===== config.mk =====
export PLATFORM = sky130hd
export DESIGN_NAME = uart_rx_8n1
export DESIGN_NICKNAME = d
export VERILOG_FILES = /design/src/rtl/uart_pkg.sv /design/src/rtl/sync_2ff.sv /design/src/rtl/uart_rx_8n1.sv
export SDC_FILE = /design/constraint.sdc
export NUM_CORES = 1
export LEC_CHECK = 0
export ABC_AREA = 1
export CAP_MARGIN = 20
export CORE_ASPECT_RATIO = 0.6
export CORE_UTILIZATION = 40
export CTS_CLUSTER_SIZE = 10
export DETAILED_ROUTE_END_ITERATION = 12
export PLACE_DENSITY = 0.61
export SETUP_SLACK_MARGIN = 0.2
export SLEW_MARGIN = 5
export SYNTH_ARGS = -nofsm -noshare
export SYNTH_HDL_FRONTEND = slang
export SYNTH_SLANG_ARGS = --single-unit

===== constraint.sdc =====
create_clock -name ClkIn -period 2.3 [get_ports ClkIn]
set_input_delay 0.46 -clock ClkIn [delete_from_list [all_inputs] [get_ports ClkIn]]
set_output_delay 0.46 -clock ClkIn [all_outputs]
set_load 0.01 [all_outputs]

===== src/rtl/uart_pkg.sv =====
// Shared UART definitions: FSM state codes and bit timing constants.
// Used by both the 8N1 receiver and its matching transmitter.
package uart_pkg;

    localparam logic [1:0] ST_IDLE  = 2'd0;
    localparam logic [1:0] ST_START = 2'd1;
    localparam logic [1:0] ST_DATA  = 2'd2;
    localparam logic [1:0] ST_STOP  = 2'd3;

    localparam logic [12:0] CLKS_PER_BIT_9600 = 13'd5208;
    localparam logic [12:0] CLKS_PER_BIT_SIM  = 13'd8;

endpackage


===== src/rtl/sync_2ff.sv =====
// Two-flop synchroniser for an asynchronous single-bit input.
// Reset value is a parameter so idle-high lines come up idle.
module sync_2ff #(
    parameter logic RST_VAL = 1'b1
) (
    input  logic i_clk,
    input  logic i_rst_n,
    input  logic i_d,
    output logic o_q
);

    logic r_s1;
    logic r_s2;

    // Two-stage metastability filter
    always_ff @(posedge i_clk or negedge i_rst_n) begin
        if (!i_rst_n) begin
            r_s1 <= RST_VAL;
            r_s2 <= RST_VAL;
        end else begin
            r_s1 <= i_d;
            r_s2 <= r_s1;
        end
    end

    assign o_q = r_s2;

endmodule


===== src/rtl/uart_rx_8n1.sv =====
// 8N1 UART receiver timed by a down counter on the system clock.
// Presents each good byte with a 1-cycle valid; bad stop gives FrameErr.
module uart_rx_8n1
    import uart_pkg::*;
#(
    parameter logic [12:0] CLKS_PER_BIT = CLKS_PER_BIT_9600
) (
    input  logic       ClkIn,
    input  logic       Reset,
    input  logic       En,
    input  logic       Rx,
    output logic [7:0] DataOut,
    output logic       DataValid,
    output logic       FrameErr,
    output logic       Busy
);

    localparam logic [12:0] HALF_BIT = CLKS_PER_BIT / 13'd2;
    localparam logic [12:0] HALF_M1  = HALF_BIT - 13'd1;
    localparam logic [12:0] FULL_M1  = CLKS_PER_BIT - 13'd1;

    logic        w_rx_s;
    logic        r_rx_d;
    logic [1:0]  r_state;
    logic [1:0]  w_state_nxt;
    logic [12:0] r_timer;
    logic [2:0]  r_bit;
    logic [7:0]  r_shift;
    logic [7:0]  r_data;
    logic        r_valid;
    logic        r_ferr;
    logic        r_busy;

    logic w_fall;
    logic w_tick;
    logic w_ld_half;
    logic w_ld_full;
    logic w_bit_clr;
    logic w_bit_inc;
    logic w_shift;
    logic w_good;
    logic w_bad;

    sync_2ff #(
        .RST_VAL(1'b1)
    ) u_sync (
        .i_clk  (ClkIn),
        .i_rst_n(Reset),
        .i_d    (Rx),
        .o_q    (w_rx_s)
    );

    assign w_fall = r_rx_d & ~w_rx_s;
    assign w_tick = (r_timer == 13'd0);

    // Delayed copy of the synchronised line for edge detection
    always_ff @(posedge ClkIn or negedge Reset) begin
        if (!Reset) r_rx_d <= 1'b1;
        else        r_rx_d <= w_rx_s;
    end

    // State register
    always_ff @(posedge ClkIn or negedge Reset) begin
        if (!Reset) r_state <= ST_IDLE;
        else        r_state <= w_state_nxt;
    end

    // Next-state logic; disable forces IDLE from anywhere
    always_comb begin
        w_state_nxt = r_state;
        if (!En) begin
            w_state_nxt = ST_IDLE;
        end else begin
            case (r_state)
                ST_IDLE:  if (w_fall) w_state_nxt = ST_START;
                ST_START: if (w_tick) w_state_nxt = w_rx_s ? ST_IDLE : ST_DATA;
                ST_DATA:  if (w_tick && r_bit == 3'd7) w_state_nxt = ST_STOP;
                ST_STOP:  if (w_tick) w_state_nxt = ST_IDLE;
                default:  w_state_nxt = ST_IDLE;
            endcase
        end
    end

    // Datapath controls decoded from state and timer
    always_comb begin
        w_ld_half = 1'b0;
        w_ld_full = 1'b0;
        w_bit_clr = 1'b0;
        w_bit_inc = 1'b0;
        w_shift   = 1'b0;
        w_good    = 1'b0;
        w_bad     = 1'b0;
        if (En) begin
            case (r_state)
                ST_IDLE: w_ld_half = w_fall;
                ST_START: begin
                    w_ld_full = w_tick & ~w_rx_s;
                    w_bit_clr = w_tick & ~w_rx_s;
                end
                ST_DATA: begin
                    w_ld_full = w_tick;
                    w_shift   = w_tick;
                    w_bit_inc = w_tick & (r_bit != 3'd7);
                end
                ST_STOP: begin
                    w_good = w_tick & w_rx_s;
                    w_bad  = w_tick & ~w_rx_s;
                end
                default: ;
            endcase
        end
    end

    // Timer, bit index, shift register and registered outputs
    always_ff @(posedge ClkIn or negedge Reset) begin
        if (!Reset) begin
            r_timer <= 13'd0;
            r_bit   <= 3'd0;
            r_shift <= 8'h00;
            r_data  <= 8'h00;
            r_valid <= 1'b0;
            r_ferr  <= 1'b0;
            r_busy  <= 1'b0;
        end else begin
            r_valid <= w_good;
            r_ferr  <= w_bad;
            r_busy  <= (w_state_nxt != ST_IDLE);
            if (!En) begin
                r_timer <= 13'd0;
                r_bit   <= 3'd0;
            end else begin
                if (w_ld_half)
                    r_timer <= HALF_M1;
                else if (w_ld_full)
                    r_timer <= FULL_M1;
                else if (r_state != ST_IDLE && !w_tick)
                    r_timer <= r_timer - 13'd1;
                if (w_bit_clr)
                    r_bit <= 3'd0;
                else if (w_bit_inc)
                    r_bit <= r_bit + 3'd1;
            end
            if (w_shift)
                r_shift <= {w_rx_s, r_shift[7:1]};
            if (w_good)
                r_data <= r_shift;
        end
    end

    assign DataOut   = r_data;
    assign DataValid = r_valid;
    assign FrameErr  = r_ferr;
    assign Busy      = r_busy;

endmodule

==> impl_metrics.env, run 1 <==
export IMPL_slowest_delay_ns=0.39
export IMPL_dpl_cell_area_mm2=0.00227
export IMPL_comb_power_share=0.349
export IMPL_crit_arrival_ns=2.09
export IMPL_clkTransAtPathRegs_ns=0.08
export IMPL_wl_mm=4.08
export IMPL_final_area_mm2=0.00239
export IMPL_io_buffers=14
export IMPL_antenna_found_initial=0
export IMPL_grt_max_degree=29
export IMPL_layout_common_cells="nand2_1, dfrtp_1, inv_1, nor2_1, nand3_1"
export IMPL_grt_pass1_wl_mm=6.91
export IMPL_dp_cells=319
export IMPL_crit_required_ns=2.48
export IMPL_nets=278
export IMPL_synthesis_area_mm2=0.00206
export IMPL_crit_cells=11
export IMPL_critPathMaxFanout=7
export IMPL_grt_use_total=0.173
export IMPL_cpMaxStageDelayCell="dfrtp_1"
export IMPL_root_buffer="clkbuf_8"
export IMPL_cts_hold_fix_buffers=0
export IMPL_dp_hpwl_mm=3.03
export IMPL_firstDrtPassIters=4
export IMPL_clockPowerShare=0.229
export IMPL_die_w_um=94.6
export IMPL_r2r_start="r_timer[0]$_DFFE_PN0P_"
export IMPL_crit_family="simple AND/OR/NAND/NOR gates"
export IMPL_crit_chain="inv_1 -> ha_2 -> nand2_2 -> nor2_4 -> nand2_4 -> inv_2 -> nand2_2 -> nand2_4 -> nand4_1 -> nand2_1 -> o21ai_1"
export IMPL_swShare=0.389
export IMPL_dr_first_iter_drc_count=105
export IMPL_diodes=0
export IMPL_die_h_um=57.5
export IMPL_final_common_cell="nand2_1"
export IMPL_vias=1584
export IMPL_cp_end_kind="flop"
export IMPL_p_per_area_mw_per_mm2=903
export IMPL_r2r_slack_ns=0.39
export IMPL_viasPerCell=4.81
export IMPL_internal_power_mw=1.32
export IMPL_drtAntennaViolNets=0
export IMPL_cts_sinks=40
export IMPL_synth_area_leaders="dfrtp_1, nand2_1, ha_1, inv_1, dfstp_2"
export IMPL_rows=19
export IMPL_async_flop_share=1.00
export IMPL_finalSetupTns_ns=0
export IMPL_period_needed_ns=1.91
export IMPL_grt_pass1_vias=1380
export IMPL_setup_worst_path_class="flop to flop"
export IMPL_clkLatencyLatePin_ns=0.29
export IMPL_hold_path_class="primary input to asynchronous set/reset pin"
export IMPL_max_freq_mhz=524
export IMPL_leakage_nw=1.19
export IMPL_ys_ff_latch=40
export IMPL_r2r_cells=11
export IMPL_avgSynthCellArea_um2=8.46
export IMPL_yosys_area_top_type="dfrtp_1"
export IMPL_startpoint_type="flop"
export IMPL_synth_yosys_seq_area_share=0.488
export IMPL_coreArea_mm2=0.00475
export IMPL_p_seq_frac=0.421
export IMPL_status="completed"
export IMPL_synthFlopType="dfrtp_1"
export IMPL_stdcell_count=329
export IMPL_drc_errors=0
export IMPL_cts_buffer_depth=2
export IMPL_tightest_slew_ns=0.598
export IMPL_cts_tree="yes"
export IMPL_max_cap_violations=0
export IMPL_hold_ws_ns=0.160
export IMPL_wire_per_inst_um=12.4
export IMPL_finalHoldViolCount=0
export IMPL_start_util=0.433
export IMPL_synthesis_nets=256
export IMPL_dieArea_mm2=0.00544
export IMPL_n_fill_cell=474
export IMPL_maxSlewHeadroom=0.601
export IMPL_gp_congestion=0.885
export IMPL_drive_above_1_share=0.150
export IMPL_drv_slew=0
export IMPL_ys_warn_count=0
export IMPL_fin_skew_ns=0.00753
export IMPL_synth_edff_count=0
export IMPL_grt_overflow=0
export IMPL_area_growth_synth_to_final_pct=16.4
export IMPL_vdd_drop_max_v=0.000392
export IMPL_cts_buffers=5
export IMPL_io_pins=15
export IMPL_fin_crit_sh=0.829
export IMPL_setup_violations_final=0
export IMPL_cts_max_level=2
export IMPL_rsz0062_at_grt="no"
export IMPL_syn_inst=243
export IMPL_synth_top_cell_area_share=0.450
export IMPL_worst_r2r_endpoint="r_timer[3]$_DFFE_PN0P_"
export IMPL_crit_buf_inv=2
export IMPL_p_switching_uw=842
export IMPL_yosysUniqueCellTypes=32
[area by class of cell]
class	count	area (um^2)	area share
flip-flops and latches	40	1000	0.420
multi-input cells	165	910	0.380
clock inverters	2	15.0	0.00627
repair buffers	19	173	0.0721
well taps	63	78.8	0.0329
inverters	34	130	0.0544
clock buffers	6	82.6	0.0345
[metrics by stage]
stage          setup slack (ns)  power [mW]  utilization
3_3_place_gp              0.378        1.67        0.477
2_1_floorplan             0.532        1.49            -
6_report                  0.392        2.16        0.503
4_1_cts                   0.365        2.16        0.498
3_5_place_dp              0.379        1.65        0.477
5_1_grt                   0.207        2.33        0.503
[power by group through the flow]
stage / clock network [mW] / logic, mW / registers (mW)
5_1_grt: 0.551 / 0.860 / 0.923
3_3_place_gp: 0 / 0.746 / 0.923
6_report: 0.496 / 0.755 / 0.911
4_1_cts: 0.514 / 0.743 / 0.906
3_5_place_dp: 0 / 0.734 / 0.916
2_1_floorplan: 0 / 0.600 / 0.888
[sequential cells by signal (all words and copies together) (netlist names), 2 cells and up]
register,cells
DataOut,8
r_bit,3
r_shift,8
r_state,2
r_timer,13
[layer usage]
layer / GRT usage / part of all wire / up-vias
li1: - / - / 822
met1: 0.286 / 0.56 / 718
met2: 0.204 / 0.37 / 42
met3: 0.0480 / 0.067 / 2
met4: 0.0584 / 0.0034 / 0
met5: 0 / 0 / -
[synth_stat cells, types with 5 or more instances]
master    n
dfrtp_1  37
o21ai_0   8
ha_1      9
nand2_1  67
nor2_1   14
o21ai_1  13
a21oi_1   6
nand4_1   5
inv_2     5
inv_1    27
nand3_1  14
xor2_1    5
[how the worst max path moves through the flow]
stage                            from                     end  slack, ns
2_1_floorplan  r_timer[0]$_DFFE_PN0P_  r_timer[6]$_DFFE_PN0P_       0.53
3_3_place_gp     r_state[0]$_DFF_PN0_  r_timer[0]$_DFFE_PN0P_       0.38
3_5_place_dp     r_state[0]$_DFF_PN0_  r_timer[0]$_DFFE_PN0P_       0.38
4_1_cts          r_state[0]$_DFF_PN0_  r_timer[0]$_DFFE_PN0P_       0.37
5_1_grt        r_timer[0]$_DFFE_PN0P_  r_timer[3]$_DFFE_PN0P_       0.21
6_report       r_timer[0]$_DFFE_PN0P_  r_timer[3]$_DFFE_PN0P_       0.39
[cell families (layout without fill, tap and decap cells)]
group	after synthesis	in the layout	share of synthesized area
buf+inv	38	61	0.0748
fa+ha+maj	9	9	0.0547
flops	40	40	0.488
simple gates	118	118	0.270
xor+xnor	6	6	0.0255
compound gates	32	32	0.0864
[timing repair]
action,4_1_cts,5_1_grt
resized for setup,0,2
setup buffers,0,2
endpoints found under the setup margin,0,12
hold endpoints to repair,0,0
(Power assumes the default switching activity.)
==> run 2, diff against run 1 <==
Clock period 2.3 ns to 1.8 ns, I/O delays scaled along.
==> run 2 against run 1 <==
Effect of this change: utilization up 6.4 points; clock skew down 0.0031 ns; flip-flop and latch count unchanged; critical path depth down 1; final cell count up 7.6%; maximum frequency up 12%; worst hold slack worse by 0.052 ns; combinational power up 100%; die area unchanged; routed wire length up 12%; critical path type unchanged; critical endpoint is now r_timer[10]$_DFFE_PN0P_; largest power group is now combinational cells.
==> impl_metrics.env, run 2 (synthesis gave the netlist of run 1 again) <==
export IMPL_status="completed"
export IMPL_layout_common_cells="nand2_1, dfrtp_1, buf_4, inv_1, o21ai_1"
export IMPL_die_h_um=57.5
export IMPL_grt_overflow=0
export IMPL_rows=19
export IMPL_cp_end_kind="flop"
export IMPL_maxSlewHeadroom=0.665
export IMPL_crit_arrival_ns=1.88
export IMPL_crit_family="simple AND/OR/NAND/NOR gates"
export IMPL_hold_path_class="primary input to asynchronous set/reset pin"
export IMPL_die_w_um=94.6
export IMPL_start_util=0.433
export IMPL_max_freq_mhz=587
export IMPL_drtAntennaViolNets=0
export IMPL_root_buffer="clkbuf_8"
export IMPL_drive_above_1_share=0.299
export IMPL_coreArea_mm2=0.00475
export IMPL_area_growth_synth_to_final_pct=31.2
export IMPL_dr_first_iter_drc_count=117
export IMPL_period_needed_ns=1.70
export IMPL_power_mw=3.28
export IMPL_startpoint_type="flop"
export IMPL_clkLatencyLatePin_ns=0.30
export IMPL_drv_slew=0
export IMPL_cts_hold_fix_buffers=0
export IMPL_grt_max_degree=41
export IMPL_p_per_area_mw_per_mm2=1210
export IMPL_cts_sinks=40
export IMPL_cts_buffer_depth=2
export IMPL_setup_violations_final=0
export IMPL_dieArea_mm2=0.00544
export IMPL_vias=1723
export IMPL_firstDrtPassIters=4
export IMPL_viasPerCell=4.87
export IMPL_antenna_found_initial=0
export IMPL_wire_per_inst_um=12.9
export IMPL_cts_tree="yes"
export IMPL_fin_skew_ns=0.00446
export IMPL_r2r_slack_ns=0.1
export IMPL_grt_pass1_vias=1617
export IMPL_wl_mm=4.58
export IMPL_largest_reg_flops=13
export IMPL_drc_errors=0
export IMPL_max_cap_violations=0
export IMPL_nets=303
export IMPL_tightest_slew_ns=0.502
export IMPL_cts_max_level=2
export IMPL_final_area_mm2=0.00270
export IMPL_io_buffers=14
export IMPL_grt_pass1_wl_mm=7.89
export IMPL_fin_crit_sh=0.946
export IMPL_dpl_cell_area_mm2=0.00237
export IMPL_io_pins=15
export IMPL_cts_buffers=5
export IMPL_grt_use_total=0.195
export IMPL_vdd_drop_max_v=0.000527
export IMPL_critPathMaxFanout=13
export IMPL_largest_register="r_timer"
export IMPL_finalHoldViolCount=0
export IMPL_setup_worst_path_class="flop to flop"
export IMPL_leakage_nw=1.39
export IMPL_crit_required_ns=1.98
export IMPL_gp_congestion=0.867
export IMPL_crit_chain="nor2_2 -> nand2_2 -> nor2_4 -> nand4_1 -> nand2_4 -> nand2_4 -> nand3_4 -> inv_8 -> nand2_1 -> nand2_1"
export IMPL_final_common_cell="nand2_1"
export IMPL_slowest_delay_ns=0.43
export IMPL_finalSetupTns_ns=0
export IMPL_crit_buf_inv=1
export IMPL_dp_hpwl_mm=3.10
export IMPL_rsz0062_at_grt="yes"
export IMPL_clkTransAtPathRegs_ns=0.08
export IMPL_diodes=0
export IMPL_cpMaxStageDelayCell="dfrtp_1"
## run 2: area by class of cell
type	count	area, um^2
inverters	34	143
fillers	422	2060
flip-flops and latches	40	1010
clock buffers	7	86.3
clock inverters	1	7.51
well taps	63	78.8
repair buffers	44	365
multi-input cells	165	1010
## run 2: power breakdown
group          switching, mW  total, mW  internal (mW)
sequential             0.105       1.12           1.02
combinational          0.845       1.53          0.680
clock                  0.315      0.626          0.311
total                   1.27       3.28           2.01
## run 2: worst paths after layout
kind | start | to | depth (start not counted)
min | Reset | DataOut[6]$_DFFE_PN0P_ | 2
max | r_timer[4]$_DFFE_PN0P_ | r_timer[10]$_DFFE_PN0P_ | 10
max in group asynchronous | Reset | r_timer[2]$_DFFE_PN0P_ | 2
min in group ClkIn | u_sync.r_s1$_DFF_PN1_ | u_sync.o_q$_DFF_PN1_ | 0
min reg2reg | u_sync.r_s1$_DFF_PN1_ | u_sync.o_q$_DFF_PN1_ | 0
max reg2reg | r_timer[4]$_DFFE_PN0P_ | r_timer[10]$_DFFE_PN0P_ | 10
## run 2: repair_timing
item | CTS | global route
buffers inserted | 13 | 4
pin swaps | 12 | 16
gates resized for setup | 19 | 16
setup endpoints to repair | 33 | 38
## run 2: worst register-to-register path, cell delays in order, from the launching register on
cell     delay [ns]
dfrtp_1        0.43
nor2_2         0.17
nand2_2        0.09
nor2_4         0.18
nand4_1        0.18
nand2_4        0.13
nand2_4        0.06
nand3_4        0.13
inv_8          0.08
nand2_1        0.07
nand2_1        0.06
## run 2: routing by layer
layer | GRT usage | wire [um] | vias to the layer above
met3 | 0.0573 | 227 | 9
met5 | 0 | 0 | -
met4 | 0.0649 | 67 | 0
met1 | 0.300 | 2450 | 814
met2 | 0.257 | 1840 | 36
li1 | - | - | 864
## run 2: stage by stage
stage	instances	setup slack (ns)	hold slack, ns	util
6_report	354	0.0971	0.109	0.568
5_1_grt	354	0.0173	0.149	0.568
4_1_cts	350	0.152	0.124	0.552
3_5_place_dp	329	0.0591	0.347	0.498
3_3_place_gp	329	0.0300	0.346	0.498
2_1_floorplan	243	0.168	0.0644	-
==> run 3, diff against run 2 <==
Settings changed: SETUP_SLACK_MARGIN 0.2 to 0.4, SLEW_MARGIN 5 to 10.
==> run 3 against run 2 <==
Effect of this change: clock skew grew 0.00087 ns; routed wire length is 3.9% higher; power up 1.7%; first-iteration DRC count increased by 43%; worst setup slack improved by 0.017 ns; die area unchanged; final cell count unchanged; design area grew 0.14%; register-to-register slack better by 0.02 ns; sequential share of layout area is 0.098 points lower; non-clock buffer count is 1 lower; flip-flop and latch count did not move.
==> impl_metrics.env, run 3 (synthesis gave the netlist of run 1 again) <==
export IMPL_status="completed"
export IMPL_grt_pass1_wl_mm=8.23
export IMPL_r2r_slack_ns=0.11
export IMPL_holdPathEnd="u_sync.o_q$_DFF_PN1_"
export IMPL_hold_start="u_sync.r_s1$_DFF_PN1_"
export IMPL_viasPerCell=4.77
export IMPL_comb_power_share=0.444
export IMPL_period_needed_ns=1.69
export IMPL_swShare=0.378
export IMPL_grt_max_degree=28
export IMPL_worst_r2r_endpoint="r_timer[10]$_DFFE_PN0P_"
export IMPL_hold_path_class="flop to flop"
export IMPL_area_growth_synth_to_final_pct=31.4
export IMPL_firstDrtPassIters=4
export IMPL_crit_arrival_ns=1.91
export IMPL_dieArea_mm2=0.00544
export IMPL_fin_crit_sh=0.936
export IMPL_post_place_ws_ns=0.0376
export IMPL_p_per_area_mw_per_mm2=1230
export IMPL_grt_overflow=0
export IMPL_leakage_nw=1.42
export IMPL_max_cap_violations=0
export IMPL_startpoint_type="flop"
export IMPL_start_util=0.433
export IMPL_cts_sinks=40
export IMPL_setup_violations_final=0
export IMPL_min_path_cells=0
export IMPL_layout_common_cells="nand2_1, dfrtp_1, buf_4, inv_1, o21ai_1"
export IMPL_rsz0062_at_grt="yes"
export IMPL_drc_errors=0
export IMPL_max_freq_mhz=593
export IMPL_io_pins=15
export IMPL_critPathMaxFanout=6
export IMPL_n_fill_cell=446
export IMPL_coreArea_mm2=0.00475
export IMPL_clkTransAtPathRegs_ns=0.08
export IMPL_finalSetupTns_ns=0
export IMPL_dp_hpwl_mm=3.27
export IMPL_die_w_um=94.6
export IMPL_dpl_cell_area_mm2=0.00239
export IMPL_finalHoldViolCount=0
export IMPL_r2r_start="r_timer[0]$_DFFE_PN0P_"
export IMPL_clockPowerShare=0.219
export IMPL_maxSlewHeadroom=0.757
export IMPL_cts_buffers=5
export IMPL_wl_mm=4.76
export IMPL_p_switching_mw=1.26
export IMPL_gp_congestion=0.818
export IMPL_crit_required_ns=2.03
export IMPL_largest_register="r_timer"
export IMPL_wire_per_inst_um=13.5
export IMPL_vias=1687
export IMPL_cts_tree="yes"
export IMPL_cp_end_kind="flop"
export IMPL_die_h_um=57.5
export IMPL_layout_area_seq_mm2=0.00100
export IMPL_dr_first_iter_drc_count=167
export IMPL_grt_use_total=0.204
export IMPL_largest_reg_flops=13
export IMPL_stdcell_count=354
export IMPL_setup_worst_path_class="flop to flop"
export IMPL_nets=303
export IMPL_io_buffers=14
export IMPL_r2r_cells=13
export IMPL_final_common_cell="nand2_1"
export IMPL_drive_above_1_share=0.275
export IMPL_antenna_found_initial=0
export IMPL_final_area_mm2=0.00270
export IMPL_vdd_drop_max_v=0.000601
export IMPL_cts_buffer_depth=2
export IMPL_diodes=0
export IMPL_rows=19
export IMPL_internal_power_mw=2.07
export IMPL_clkLatencyLatePin_ns=0.29
export IMPL_root_buffer="clkbuf_8"
export IMPL_dp_cells=329
export IMPL_fin_skew_ns=0.00533
export IMPL_drv_slew=0
export IMPL_finalWorstSetupSlack_ns=0.115
export IMPL_p_seq_frac=0.337
export IMPL_cts_max_level=2
export IMPL_drtAntennaViolNets=0
export IMPL_grt_pass1_vias=1638
export IMPL_multiInputGateArea_mm2=0.00101
export IMPL_tightest_slew_ns=0.364
-- run 3: changes by cell type in the layout (fill, tap and decap cells not counted), sizes merged --
cell / change
dlymetal6s2s: -2
clkbuf: -1
bufinv: +1
clkinv: +1
nand4: +1
clkdlybuf4s50: -9
dlygate4sd2: +11
dlygate4sd3: +1
clkinvlp: -1
buf: -2
-- run 3: cell type report --
class                           count  share of cell area
Clock inverter                      2              0.0130
Multi-Input combinational cell    166               0.374
Inverter                           34              0.0528
Clock buffer                        6              0.0269
Timing Repair Buffer               43               0.132
Sequential cell                    40               0.372
Tap cell                           63              0.0292
-- run 3: repair_timing --
item	CTS	global route
hold endpoints to repair	11	0
pin swaps	12	6
buffers inserted	14	1
gates cloned	0	1
hold buffers	1	0
endpoints found under the setup margin	47	36
resized for setup	31	7
-- run 3: worst max-delay path, cell delays in order (launching register included) --
cell	delay, ns
dfrtp_1	0.40
inv_2	0.09
ha_4	0.15
nand2_4	0.06
nor2_4	0.15
nand2_4	0.10
inv_4	0.08
nand2_4	0.06
nand2_4	0.09
nand2_4	0.06
nand3_4	0.13
buf_4	0.13
nand3_1	0.06
nand2_1	0.07
-- run 3: stage by stage --
stage | utilization | power, mW | hold WS (ns)
CTS | 0.560 | 3.26 | 0.359
global route | 0.568 | 3.57 | 0.361
detailed placement | 0.502 | 2.30 | 0.299
global placement | 0.502 | 2.31 | 0.293
floorplan | - | 1.95 | 0.0644
finish | 0.568 | 3.33 | 0.359
-- run 3: power groups by stage --
stage | clock network (mW) | logic (mW) | registers (mW)
6_report | 0.730 | 1.48 | 1.12
5_1_grt | 0.788 | 1.65 | 1.14
4_1_cts | 0.746 | 1.40 | 1.12
3_5_place_dp | 0 | 1.16 | 1.14
3_3_place_gp | 0 | 1.17 | 1.14
2_1_floorplan | 0 | 0.805 | 1.14
-- run 3: per-layer routing --
metal / vias to the layer above / global-route usage / part of all wire
met5: - / 0 / 0
met4: 0 / 0.0584 / 0.011
met3: 5 / 0.0480 / 0.057
met2: 36 / 0.273 / 0.39
met1: 775 / 0.322 / 0.54
li1: 871 / - / -
-- run 3: worst max path at each step --
stage	startpoint	end	cells past startpoint
finish	r_timer[0]$_DFFE_PN0P_	r_timer[10]$_DFFE_PN0P_	13
global route	r_timer[2]$_DFFE_PN0P_	r_timer[11]$_DFFE_PN0P_	10
floorplan	r_timer[0]$_DFFE_PN0P_	r_timer[9]$_DFFE_PN0P_	14
CTS	r_timer[0]$_DFFE_PN0P_	r_timer[10]$_DFFE_PN0P_	11
global placement	r_timer[0]$_DFFE_PN0P_	DataOut[1]$_DFFE_PN0P_	8
detailed placement	r_timer[0]$_DFFE_PN0P_	DataOut[6]$_DFFE_PN0P_	8
